$ cat src/rtl/lfsr_crc_pkg.sv
// Shared states, default widths and helpers for the
// LFSR CRC frame controller.
package lfsr_crc_pkg;

  localparam int DATA_WIDTH_D = 8;
  localparam int CRC_WIDTH_D  = 8;
  localparam int TIMEOUT_D    = 16;

  typedef logic [2:0] state_t;

  localparam state_t ST_IDLE    = 3'd0;
  localparam state_t ST_INIT    = 3'd1;
  localparam state_t ST_SHIFT   = 3'd2;
  localparam state_t ST_WAIT    = 3'd3;
  localparam state_t ST_CAPTURE = 3'd4;
  localparam state_t ST_DONE    = 3'd5;

  function automatic int clog2(input int v);
    int r;
    r = 0;
    while ((1 << r) < v) r++;
    return r;
  endfunction

endpackage

$ cat src/rtl/lfsr_crc_frame_ctrl_capture.sv
// LSB-first serial-to-parallel CRC register.
// word_next already includes the bit arriving this cycle.
module crc_bit_capture
  import lfsr_crc_pkg::*;
#(
  parameter int WIDTH = CRC_WIDTH_D
) (
  input  logic             clk,
  input  logic             rst_n,
  input  logic             clear,
  input  logic             load,
  input  logic             bit_in,
  output logic [WIDTH-1:0] word_next,
  output logic             complete
);

  localparam int CW = clog2(WIDTH + 1);

  logic [WIDTH-1:0] sreg;
  logic [CW-1:0]    cnt;

  // merge the incoming bit at position cnt
  always_comb begin
    word_next = sreg;
    if (load)
      word_next = sreg | (WIDTH'(bit_in) << cnt);
  end

  assign complete = load && (cnt == CW'(WIDTH - 1));

  // shift register and bit counter
  always_ff @(posedge clk or negedge rst_n) begin
    if (!rst_n) begin
      sreg <= '0;
      cnt  <= '0;
    end else if (clear) begin
      sreg <= '0;
      cnt  <= '0;
    end else if (load) begin
      sreg <= word_next;
      cnt  <= cnt + CW'(1);
    end
  end

endmodule

$ cat src/rtl/lfsr_crc_frame_ctrl.sv
// Frame controller around the serial LFSR CRC engine.
// Optional expected-CRC compare: LFSR_CRC_CHECK_EN.
module lfsr_crc_frame_ctrl
  import lfsr_crc_pkg::*;
#(
  parameter int DATA_WIDTH = DATA_WIDTH_D,
  parameter int CRC_WIDTH  = CRC_WIDTH_D,
  parameter int TIMEOUT    = TIMEOUT_D
) (
  input  logic                  CLK,
  input  logic                  RST,
  input  logic [DATA_WIDTH-1:0] In_Data,
  input  logic                  In_Valid,
  output logic                  In_Ready,
  output logic                  Eng_RST,
  output logic                  Data,
  output logic                  Active,
  input  logic                  CRC,
  input  logic                  Valid,
  output logic [CRC_WIDTH-1:0]  CRC_Out,
  output logic                  Out_Valid,
  output logic                  Err
`ifdef LFSR_CRC_CHECK_EN
  ,
  input  logic [CRC_WIDTH-1:0]  In_Exp,
  output logic                  Match
`endif
);

  localparam int SW = clog2(DATA_WIDTH + 1);
  localparam int TW = clog2(TIMEOUT + 1);

  state_t                state;
  logic [DATA_WIDTH-1:0] word;
  logic [SW-1:0]         scnt;
  logic [TW-1:0]         tcnt;
  logic                  in_rx;
  logic                  cap_load;
  logic                  cap_done;
  logic [CRC_WIDTH-1:0]  cap_word;
`ifdef LFSR_CRC_CHECK_EN
  logic [CRC_WIDTH-1:0]  exp_crc;
`endif

  assign In_Ready = (state == ST_IDLE);
  assign in_rx    = (state == ST_WAIT) ||
                    (state == ST_CAPTURE);
  assign cap_load = in_rx && Valid;

  crc_bit_capture #(
    .WIDTH(CRC_WIDTH)
  ) u_cap (
    .clk      (CLK),
    .rst_n    (RST),
    .clear    (!in_rx),
    .load     (cap_load),
    .bit_in   (CRC),
    .word_next(cap_word),
    .complete (cap_done)
  );

  // frame sequencing, serialisation and publishing
  always_ff @(posedge CLK or negedge RST) begin
    if (!RST) begin
      state     <= ST_IDLE;
      word      <= '0;
      scnt      <= '0;
      tcnt      <= '0;
      Eng_RST   <= 1'b1;
      Data      <= 1'b0;
      Active    <= 1'b0;
      CRC_Out   <= '0;
      Out_Valid <= 1'b0;
      Err       <= 1'b0;
`ifdef LFSR_CRC_CHECK_EN
      exp_crc   <= '0;
      Match     <= 1'b0;
`endif
    end else begin
      Out_Valid <= 1'b0;
      unique case (1'b1)
        (state == ST_IDLE): begin
          if (In_Valid) begin
            word    <= In_Data;
            Err     <= 1'b0;
            Eng_RST <= 1'b0;
            state   <= ST_INIT;
`ifdef LFSR_CRC_CHECK_EN
            exp_crc <= In_Exp;
            Match   <= 1'b0;
`endif
          end
        end
        (state == ST_INIT): begin
          Eng_RST <= 1'b1;
          Active  <= 1'b1;
          Data    <= word[0];
          word    <= word >> 1;
          scnt    <= SW'(1);
          state   <= ST_SHIFT;
        end
        (state == ST_SHIFT): begin
          if (Valid) begin
            Err    <= 1'b1;
            Active <= 1'b0;
            Data   <= 1'b0;
            state  <= ST_IDLE;
          end else if (scnt == SW'(DATA_WIDTH)) begin
            Active <= 1'b0;
            Data   <= 1'b0;
            tcnt   <= '0;
            state  <= ST_WAIT;
          end else begin
            Data <= word[0];
            word <= word >> 1;
            scnt <= scnt + SW'(1);
          end
        end
        (state == ST_WAIT): begin
          if (Valid) begin
            state <= ST_CAPTURE;
          end else if (tcnt == TW'(TIMEOUT - 1)) begin
            Err   <= 1'b1;
            state <= ST_IDLE;
          end else begin
            tcnt <= tcnt + TW'(1);
          end
        end
        (state == ST_CAPTURE): begin
          if (!Valid) begin
            Err   <= 1'b1;
            state <= ST_IDLE;
          end
        end
        (state == ST_DONE): begin
          state <= ST_IDLE;
        end
        default: begin
          state <= ST_IDLE;
        end
      endcase
      if (cap_done) begin
        CRC_Out   <= cap_word;
        Out_Valid <= 1'b1;
        state     <= ST_DONE;
`ifdef LFSR_CRC_CHECK_EN
        Match     <= (cap_word == exp_crc);
`endif
      end
    end
  end

endmodule

$ cat config.mk
export PLATFORM = sky130hd
export DESIGN_NAME = lfsr_crc_frame_ctrl
export DESIGN_NICKNAME = d
export VERILOG_FILES = /design/src/rtl/lfsr_crc_pkg.sv /design/src/rtl/lfsr_crc_frame_ctrl_capture.sv /design/src/rtl/lfsr_crc_frame_ctrl.sv
export SDC_FILE = /design/constraint.sdc
export NUM_CORES = 1
export LEC_CHECK = 0
export BUFFER_PORTS_ARGS = -buffer_cell sky130_fd_sc_hd__buf_4
export CORE_MARGIN = 10
export CORE_UTILIZATION = 50
export CTS_BUF_LIST = sky130_fd_sc_hd__clkbuf_8 sky130_fd_sc_hd__clkbuf_16
export CTS_CLUSTER_SIZE = 8
export DETAILED_ROUTE_END_ITERATION = 16
export PLACE_DENSITY = 0.8
export SETUP_SLACK_MARGIN = 0.15
export SLEW_MARGIN = 20
export SYNTH_ARGS = -nofsm -noshare
export SYNTH_HDL_FRONTEND = slang
export SYNTH_SLANG_ARGS = --single-unit
$ cat constraint.sdc
create_clock -name CLK -period 1.99 [get_ports CLK]
set_input_delay 0.0995 -clock CLK [delete_from_list [all_inputs] [get_ports CLK]]
set_output_delay 0.0995 -clock CLK [all_outputs]
set_load 0.03 [all_outputs]
==> results of run 1 <==
==> critical path, stage by stage, from the launching register on <==
cell and delay, ns:
dfrtp_1 0.42, ha_1 0.24, and3_1 0.19, ha_2 0.22, nand4b_1 0.22, a21o_1 0.21, a22o_1 0.17
==> per-layer routing <==
metal	vias to the layer above	part of all wire	track usage	wire [um]
met5	-	0	0	0
met4	0	0.015	0.0435	68
met3	5	0.044	0.0412	198
met2	26	0.47	0.200	2150
met1	831	0.47	0.148	2120
li1	862	-	-	-
==> worst max path at each step <==
stage,to,slack [ns],depth (start not counted)
after floorplan,tcnt[3]$_DFFE_PN0P_,0.31,6
after global placement,tcnt[3]$_DFFE_PN0P_,0.26,6
after detailed placement,tcnt[3]$_DFFE_PN0P_,0.18,6
after CTS,tcnt[3]$_DFFE_PN0P_,0.17,6
after global routing,tcnt[3]$_DFFE_PN0P_,0.11,7
final,tcnt[3]$_DFFE_PN0P_,0.22,6
==> registers in the layout, summed over array words and instances, names as in the netlist <==
signal and cells:
Out_Valid 1, CRC_Out 8, Active 1, u_cap.sreg 8, Eng_RST 1, word 8, scnt 4, state 3
Data 1, tcnt 5, u_cap.cnt 4, Err 1
==> kinds of logic (layout without fill, tap and decap cells) <==
kind of cell | Yosys count | after routing
and+or+nand+nor | 77 | 77
AOI/OAI and AO/OA | 62 | 62
xor gates and xnor gates | 4 | 4
DFF | 45 | 45
adders and majority gates | 5 | 5
muxes | 16 | 16
buffers and inverters | 21 | 48
==> power by group through the flow <==
stage | Combinational, W | Clock [W] | Sequential [W]
after floorplan | 0.00112 | 0 | 0.00137
after global placement | 0.00141 | 0 | 0.00135
after detailed placement | 0.00145 | 0 | 0.00136
after CTS | 0.00146 | 0.000583 | 0.00134
after global routing | 0.00163 | 0.000608 | 0.00138
final | 0.00145 | 0.000567 | 0.00135
==> synth_stat cells (all sizes together) (3+ instances only) <==
cell type / instances
nor3: 4
mux2: 6
clkbuf: 7
dfrtp: 44
nor2b: 3
nor3b: 3
a31oi: 7
and3b: 3
mux2i: 10
inv: 8
o21ai: 13
buf: 6
nand2: 8
and3: 3
ha: 5
a22o: 5
nor2: 37
a21oi: 28
==> per-stage QoR <==
| stage | hold WS (ns) | cells |
|---|---|---|
| floorplan | -0.196 | 230 |
| global placement | 0.134 | 300 |
| detailed placement | 0.140 | 300 |
| CTS | 0.0171 | 309 |
| global route | 0.0558 | 309 |
| finish | 0.0211 | 309 |
==> layout make-up <==
| type | count | area, sq um |
|---|---|---|
| inverters | 8 | 30.0 |
| clock buffers | 5 | 68.8 |
| fillers | 385 | 1780 |
| multi-input cells | 164 | 1060 |
| clock inverters | 3 | 17.5 |
| flip-flops and latches | 45 | 1130 |
| repair buffers | 32 | 243 |
| well taps | 52 | 65.1 |
==> layout by cell type, fill, tap and decap left out, types with 3 or more instances in the layout <==
| cell type | instances |
|---|---|
| a21oi_1 | 26 |
| a22o_1 | 5 |
| a31oi_1 | 7 |
| and3_1 | 3 |
| and3b_1 | 3 |
| buf_4 | 31 |
| clkbuf_8 | 5 |
| dfrtp_1 | 44 |
| ha_1 | 4 |
| inv_1 | 8 |
| mux2_2 | 6 |
| mux2i_1 | 10 |
| nand2_1 | 8 |
| nor2_1 | 36 |
| nor2b_1 | 3 |
| nor3_1 | 4 |
| nor3b_1 | 3 |
| o21ai_0 | 13 |
==> timing repair <==
item	CTS	global route
hold endpoints to repair	44	0
resized for setup	0	1
endpoints found under the setup margin	0	8
hold buffers	1	0
==> summary.md, run 1 <==
| Metric | Value |
|---|---|
| Run status | complete, no violations |
| R2R Setup Slk | 0.22 ns |
| Hold Path Stages | 3 |
| Root Driver | clkbuf_8 |
| Post-layout power | 0.00336 W |
| Worst IR Drop VDD | 473 uV |
| Max-capacitance violation count | 0 |
| Area enclosed by the die boundary | 7660 sq um |
| Antenna cells | 0 |
| Post-synthesis compound-gate area fraction | 0.171 |
| Setup repair bufs after CTS | 0 |
| Area added between synthesis and finish | 14.5% |
| Core box area | 4380 sq um |
| Die height | 87.5 um |
| Final count of pins violating max slew | 0 |
| Share of total power consumed by net switching | 0.398 |
| Combinational family with the most area after synthesis | simple AND/OR/NAND/NOR gates |
| Adder and majority gate portion of the synthesized area | 0.0275 |
| Reg2Reg Depth | 6 |
| Width of the die | 87.5 um |
| Clock period minus worst slack | 1.77 ns |
| CTS tree | built |
| Post-layout utilization of the core | 0.595 |
| Drt drc | 0 |
| Async S/R FF share, synth | 1.00 |
| Sequential fraction of the synthesis area | 0.495 |
| Total GRT Usage | 0.123 |
| Number of antenna violations at the first check in global routing | 0 |
| Syn avg cell area | 9.91 sq um |
| Origin of the worst min-delay path | In_Data[7] |
| Destination of the worst register-to-register timing path | tcnt[3]$_DFFE_PN0P_ |
| Detail Route Antenna Nets | 0 |
| Skew final | 0.00584 ns |
| DR pass1 iterations | 4 |
| Critical Path Start | tcnt[0]$_DFFE_PN0P_ |
| Number of enable-type register cells in the synthesized netlist | 0 |
| Detail Placement HPWL | 3130 um |
| Setup slack after placement | 0.181 ns |
| Effective utilization at floorplan | 0.520 |
| Vias in the first global route | 1,715 |
| Count of buffers from port buffering | 26 |
| Least-Margin Pin Slew | 0.780 ns |
| Final total negative setup slack | 0 ns |
| XOR/XNOR Fraction of Synth Area | 0.0154 |
| Clk sinks | 45 |
| Highest Clock Rate | 565 MHz |
| Power Density | 1290 nW/um^2 |
| Post-synth top area share | 0.483 |
| Cell count after synthesis | 230 |
| Via count | 1,724 |
| Part of the power in the clock network | 0.169 |
| Yosys top cell by area | dfrtp_1 |
| DR vias/cell | 5.58 |
| Share of layout cells above drive strength 1 | 0.210 |
| CP required | 2.19 ns |
| Fraction of synthesized area in multiplexers | 0.0736 |
| Clock Pin Slew Worst Setup and Hold Paths | 0.08 ns |
| Largest net degree at the start of global routing | 46 |
| Net count reported at finish | 274 |
| Mapped cell area | 2280 sq um |
| Total nets after synthesis | 248 |
| Flip-flop cell with the highest count after synthesis | dfrtp_1 |
| Kind of critical path | register to register |
| Clock Path Buffers | 2 |
| Reg power frac | 0.401 |
| Placed standard-cell area | 2510 sq um |
| Cts bufs inserted | 5 |
| FF+latch count, synth | 45 |
| Logic gate share of total power | 0.431 |
| Endpoints failing hold | 0 |
| Type of the most critical hold path | input pin to register |
| Worst-path fanout max | 8 |
| Warnings from Yosys | 0 |
| Sw Pwr | 0.00134 W |
| Leakage | 1.21 nW |
| Fin crit share | 0.889 |
| Internal portion of total power | 0.00202 W |
| Slew Limit Headroom | 0.478 |
| Distinct cell type count of the synthesized netlist | 45 |
| First-pass GRT wire length | 7710 um |
| Final Instance Area | 2610 sq um |
| Final GP Congestion | 0.779 |
| Critical path arrival | 1.97 ns |
| First DRT Iteration DRCs | 153 |
| Global route overflow | 0 |
| Biggest area contributors in the synthesized netlist | dfrtp_1 (48%), nor2_1 (5.9%), a21oi_1 (5.7%) |
| Number of placement rows | 24 |
| Basic-gate share of the synthesized area counting and, or, nand and nor cells | 0.176 |
| CP Launch Type | register |
| Total length of routed wires | 4540 um |
| Hold endpoint | word[7]$_DFFE_PN0P_ |
| Clock insertion delay at the later pin of the skew report | 0.31 ns |
| Routed length per instance | 14.7 um |
| Boundary Pins | 27 |
| Critical Path End Type | register |
| RSZ-0062 raised after global routing | yes |
| Post-layout worst setup margin | 0.221 ns |
| Startpoint of the worst register-to-register path | tcnt[0]$_DFFE_PN0P_ |
| Final Setup Violations | 0 |
| CTS H-tree lvls | 2 |
Power figures use the tool's default switching activity.
==> inputs of run 2 (changes only) <==
--- a/config.mk
+++ b/config.mk
@@ -5,14 +5,14 @@
 export SDC_FILE = /design/constraint.sdc
 export NUM_CORES = 1
 export LEC_CHECK = 0
+export ABC_CLOCK_PERIOD_IN_PS = 1990
 export BUFFER_PORTS_ARGS = -buffer_cell sky130_fd_sc_hd__buf_4
 export CORE_MARGIN = 10
 export CORE_UTILIZATION = 50
 export CTS_BUF_LIST = sky130_fd_sc_hd__clkbuf_8 sky130_fd_sc_hd__clkbuf_16
 export CTS_CLUSTER_SIZE = 8
 export DETAILED_ROUTE_END_ITERATION = 16
-export PLACE_DENSITY = 0.8
-export SETUP_SLACK_MARGIN = 0.15
+export PLACE_DENSITY = 0.7
 export SLEW_MARGIN = 20
 export SYNTH_ARGS = -nofsm -noshare
 export SYNTH_HDL_FRONTEND = slang
==> run 2 against run 1 <==
  * Final cell count is the same
  * Wire length grew 2.5%
  * Clock skew about the same
  * Via count grew 1.0%
  * Critical path depth decreased by 2
  * Non-clock buffer count stayed put
  * Global-route usage rose by 0.57 points
  * Register-to-register slack lost 0.03 ns
  * Clock power rose by 20%
  * Hold slack better by 0.0044 ns
  * Combinational power down 3%
  * First-iteration DRC count fell by 51%
  * Critical path type unchanged
  * Highest routed layer unchanged
==> summary.md, run 2 (same netlist as run 1, synthesis figures left out) <==
| Metric | Value |
|---|---|
| Hold Path Stages | 3 |
| Critical path arrival | 2.03 ns |
| Startpoint of the worst register-to-register path | state[0]$_DFFE_PN0P_ |
| Final total negative setup slack | 0 ns |
| Reg2Reg Depth | 4 |
| Detail Placement HPWL | 3280 um |
| Slew Limit Headroom | 0.462 |
| R2R Setup Slk | 0.19 ns |
| DR vias/cell | 5.64 |
| CTS H-tree lvls | 2 |
| Worst IR Drop VDD | 511 uV |
| Cts bufs inserted | 5 |
| Sw Pwr | 0.00133 W |
| Final count of pins violating max slew | 0 |
| Logic gate share of total power | 0.404 |
| Global route overflow | 0 |
| First DRT Iteration DRCs | 75 |
| Commonest cells after routing, fill and taps aside | dfrtp_1 (44), nor2_1 (36), buf_4 (31) |
| Area occupied by multi-input gates | 1050 sq um |
| Core box area | 4380 sq um |
| CP Launch Type | register |
| Share of layout cells above drive strength 1 | 0.202 |
| Origin of the worst min-delay path | In_Data[7] |
| CP required | 2.22 ns |
| Internal portion of total power | 0.00215 W |
| Endpoints failing hold | 0 |
| Kind of critical path | register to register |
| Boundary Pins | 27 |
| Detail Route Antenna Nets | 0 |
| Destination of the worst register-to-register timing path | word[3]$_DFFE_PN0P_ |
| Die height | 87.5 um |
| Power Density | 1320 nW/um^2 |
| Routed length per instance | 15.1 um |
| Via count | 1,742 |
| Root Driver | clkbuf_8 |
| Effective utilization at floorplan | 0.520 |
| Reg power frac | 0.400 |
| Area added between synthesis and finish | 15.5% |
| Post-layout utilization of the core | 0.600 |
| First-pass GRT wire length | 8020 um |
| CTS tree | built |
| Clock Path Buffers | 2 |
| Hold endpoint | word[7]$_DFFE_PN0P_ |
| Highest Clock Rate | 555 MHz |
| Skew final | 0.00567 ns |
| Type of the most critical hold path | input pin to register |
| Vias in the first global route | 1,758 |
| Final Setup Violations | 0 |
| Net count reported at finish | 274 |
| Regs by FF count | CRC_Out (8), u_cap.sreg (8), word (8) |
| Critical Path End Type | register |
| Sequential cell area | 1130 sq um |
| Fill count | 382 |
| Clock insertion delay at the later pin of the skew report | 0.30 ns |
| Least-Margin Pin Slew | 0.804 ns |
| Count of buffers from port buffering | 26 |
| Share of total power consumed by net switching | 0.382 |
| Fin crit share | 0.905 |
| Clock period minus worst slack | 1.80 ns |
| Most common library cell in the layout ignoring fill and taps | dfrtp_1 |
| RSZ-0062 raised after global routing | no |
| Worst-path fanout max | 16 |
| Area enclosed by the die boundary | 7660 sq um |
| Drt drc | 0 |
| Leakage | 1.23 nW |
| Part of the power in the clock network | 0.195 |
| Run status | complete, no violations |
| Clock Pin Slew Worst Setup and Hold Paths | 0.08 ns |
| Clk sinks | 45 |
| Number of antenna violations at the first check in global routing | 0 |
| Width of the die | 87.5 um |
| Total length of routed wires | 4660 um |
| Largest net degree at the start of global routing | 46 |
| Antenna cells | 0 |
| Max-capacitance violation count | 0 |
| DR pass1 iterations | 4 |
| Total GRT Usage | 0.129 |
| Final GP Congestion | 0.767 |
| Number of placement rows | 24 |
==> run 2: worst max path at each step <==
stage / startpoint / end / slack (ns)
after floorplan: tcnt[0]$_DFFE_PN0P_ / tcnt[3]$_DFFE_PN0P_ / 0.31
after global routing: state[0]$_DFFE_PN0P_ / word[7]$_DFFE_PN0P_ / 0.04
after global placement: tcnt[0]$_DFFE_PN0P_ / tcnt[3]$_DFFE_PN0P_ / 0.24
after detailed placement: state[0]$_DFFE_PN0P_ / word[7]$_DFFE_PN0P_ / 0.18
final: state[0]$_DFFE_PN0P_ / word[3]$_DFFE_PN0P_ / 0.19
after CTS: state[0]$_DFFE_PN0P_ / word[0]$_DFFE_PN0P_ / 0.17
==> run 2: layout make-up <==
| cell class | instances | area share |
|---|---|---|
| multi-input combinational | 164 | 0.401 |
| inverter | 8 | 0.0114 |
| clock buffer | 5 | 0.0262 |
| timing repair buffer | 32 | 0.0922 |
| sequential | 45 | 0.428 |
| tap | 52 | 0.0247 |
| clock inverter | 3 | 0.0162 |
==> run 2: what timing repair did <==
item,CTS,global route
hold buffers,1,0
hold endpoints to repair,44,0
setup buffers,0,0
gates resized for setup,0,0
==> run 2: stage by stage <==
step	power [W]	area, sq um	hold WS [ns]	setup WS [ns]	std cells
floorplan	0.00249	2280	-0.196	0.311	230
global placement	0.00278	2510	0.139	0.239	300
detailed placement	0.00282	2510	0.133	0.177	300
CTS	0.00351	2630	0.0199	0.169	309
global route	0.00373	2630	0.0560	0.0416	309
finish	0.00347	2630	0.0255	0.189	309
==> run 2: routing by layer <==
layer / share of wire / track usage / vias up
li1: - / - / 862
met5: 0 / 0 / -
met1: 0.45 / 0.154 / 841
met3: 0.047 / 0.0412 / 6
met2: 0.48 / 0.210 / 33
met4: 0.015 / 0.0507 / 0
==> run 2: power by group through the flow <==
stage	clock network [W]	logic, W	registers (W)
finish	0.000678	0.00140	0.00139
global placement	0	0.00138	0.00140
CTS	0.000701	0.00142	0.00139
detailed placement	0	0.00141	0.00141
global route	0.000737	0.00157	0.00142
floorplan	0	0.00112	0.00137
==> run 2: critical path: stages, from the launching register on <==
cell and delay, ns:
dfrtp_1 0.54, or4b_4 0.62, o2bb2ai_4 0.36, nor2_1 0.08, a21oi_1 0.13
==> inputs of run 3 (changes only) <==
--- a/config.mk
+++ b/config.mk
@@ -8,11 +8,11 @@
 export ABC_CLOCK_PERIOD_IN_PS = 1990
 export BUFFER_PORTS_ARGS = -buffer_cell sky130_fd_sc_hd__buf_4
 export CORE_MARGIN = 10
-export CORE_UTILIZATION = 50
+export CORE_UTILIZATION = 55
 export CTS_BUF_LIST = sky130_fd_sc_hd__clkbuf_8 sky130_fd_sc_hd__clkbuf_16
 export CTS_CLUSTER_SIZE = 8
 export DETAILED_ROUTE_END_ITERATION = 16
-export PLACE_DENSITY = 0.7
+export PLACE_DENSITY = 0.76
 export SLEW_MARGIN = 20
 export SYNTH_ARGS = -nofsm -noshare
 export SYNTH_HDL_FRONTEND = slang
==> run 3 against run 2 <==
  * Via count down 0.63%
  * Design area down 0.33%
  * Clock skew down 0.0018 ns
  * Power down 2.1%
  * Hold slack about the same
  * Register-to-register slack worse by 0.02 ns
  * Sequential share of layout area up 0.14 points
  * Core utilization up 5.5 points
  * Sequential power down 3%
  * Critical path type unchanged
  * Non-clock buffer count up 2
  * Wire length up 0.13%
  * Sequential cell count unchanged
  * Largest cell class unchanged
==> summary.md, run 3 (same netlist as run 1, synthesis figures left out) <==
| Metric | Value |
|---|---|
| Run status | complete, no violations |
| Clock Pin Slew Worst Setup and Hold Paths | 0.08 ns |
| Regs by FF count | CRC_Out (8), u_cap.sreg (8), word (8) |
| Kind of critical path | register to register |
| Total length of routed wires | 4660 um |
| Net count reported at finish | 276 |
| Detail Placement HPWL | 3340 um |
| Hold slack final | 0.0256 ns |
| Clk sinks | 45 |
| Cell with the largest stage delay on the worst path | dfrtp_1 |
| Routed length per instance | 15.1 um |
| RSZ-0062 raised after global routing | no |
| Commonest cells after routing, fill and taps aside | dfrtp_1 (44), nor2_1 (36), buf_4 (33) |
| Type of the most critical hold path | input pin to register |
| Number of antenna violations at the first check in global routing | 0 |
| Detail Route Antenna Nets | 0 |
| Final Setup Violations | 0 |
| Effective utilization at floorplan | 0.570 |
| Cells traversed along the worst timing path | ha_1 > and3_1 > ha_1 > nand4b_1 > a21o_1 > a22o_1 |
| Leakage | 1.22 nW |
| PostCTS Resize Cnt | 0 |
| Largest net degree at the start of global routing | 46 |
| CTS tree | built |
| Number of placement rows | 23 |
| Cts bufs inserted | 5 |
| Most frequent cell on the critical path | ha_1 |
| Max-capacitance violation count | 0 |
| Area added between synthesis and finish | 15.1% |
| Area enclosed by the die boundary | 7120 sq um |
| Core box area | 4000 sq um |
| Via count | 1,731 |
| Critical path arrival | 2.01 ns |
| Most common library cell in the layout ignoring fill and taps | dfrtp_1 |
| Count of buffers from port buffering | 26 |
| Skew final | 0.00389 ns |
| Buffers & Inverters on Critical Path | 0 |
| Width of the die | 84.4 um |
| Share of layout cells above drive strength 1 | 0.209 |
| Critical Path End Type | register |
| CTS H-tree lvls | 2 |
| Slew Limit Headroom | 0.469 |
| Number of hold buffers added after cts | 1 |
| Worst-path fanout max | 8 |
| Delay contributed by the slowest stage of the critical path | 0.42 ns |
| DR vias/cell | 5.62 |
| Final GP Congestion | 0.838 |
| Clock Path Buffers | 2 |
| Worst IR Drop VDD | 734 uV |
| Clock period minus worst slack | 1.82 ns |
| Clock insertion delay at the later pin of the skew report | 0.30 ns |
| Setup repair bufs after CTS | 0 |
| Power Density | 1300 nW/um^2 |
| First-pass GRT wire length | 8270 um |
| Root Driver | clkbuf_8 |
| Kind of cell with the highest combined delay on the critical path | adder cells |
| Boundary Pins | 27 |
| Highest Clock Rate | 550 MHz |
| CP Launch Type | register |
| Vias in the first global route | 1,766 |
| Die height | 84.4 um |
| Fin crit share | 0.914 |
| Final total negative setup slack | 0 ns |
| First DRT Iteration DRCs | 123 |
| Least-Margin Pin Slew | 0.794 ns |
| Endpoints failing hold | 0 |
| DR pass1 iterations | 4 |
| CP required | 2.19 ns |
| Drt drc | 0 |
| Total GRT Usage | 0.139 |
| Antenna cells | 0 |
| Global route overflow | 0 |
| Final count of pins violating max slew | 0 |
run 3: final cells by class:
type	instances	area, sq um
fill	325	1380
timing repair buffer	34	258
clock inverter	1	7.51
tap	50	62.6
sequential	45	1130
clock buffer	6	82.6
multi-input combinational	164	1050
inverter	8	30.0
run 3: metal layers:
metal  wire [um]  vias to the layer above  GRT usage
met1        2070                      826      0.161
met5           0                        -          0
met4          70                        0     0.0614
met3         224                        7     0.0454
li1            -                      864          -
met2        2290                       34      0.231
run 3: worst paths after layout:
kind                                              to  cells after the start                       from  slack (ns)
max                              tcnt[3]$_DFFE_PN0P_                      6        tcnt[0]$_DFFE_PN0P_        0.17
min                              word[7]$_DFFE_PN0P_                      3                 In_Data[7]        0.03
max reg2reg                      tcnt[3]$_DFFE_PN0P_                      6        tcnt[0]$_DFFE_PN0P_        0.17
min reg2reg                u_cap.sreg[3]$_DFFE_PN0P_                      2  u_cap.sreg[3]$_DFFE_PN0P_        0.52
max in group asynchronous        Eng_RST$_DFFE_PN1P_                      2                        RST        1.25
min in group asynchronous     CRC_Out[2]$_DFFE_PN0P_                      2                        RST        0.33
run 3: metrics by stage:
stage | total power [W] | utilization | instances | cell area [sq um] | setup WS (ns)
2_1_floorplan | 0.00249 | - | 230 | 2280 | 0.311
3_3_place_gp | 0.00280 | 0.631 | 300 | 2520 | 0.260
3_5_place_dp | 0.00285 | 0.631 | 300 | 2520 | 0.176
4_1_cts | 0.00343 | 0.656 | 308 | 2620 | 0.173
5_1_grt | 0.00369 | 0.656 | 308 | 2620 | 0.0896
6_report | 0.00340 | 0.656 | 308 | 2620 | 0.170
run 3: worst reg2reg max path, cell delays in order (launching register included):
cell and delay (ns):
dfrtp_1 0.42, ha_1 0.24, and3_1 0.19, ha_1 0.26, nand4b_1 0.23, a21o_1 0.20
a22o_1 0.17
run 3: power by group:
group          total [W]  switching [W]  internal [W]
sequential       0.00135       0.000203       0.00115
clock           0.000574       0.000299      0.000274
combinational    0.00148       0.000826      0.000651
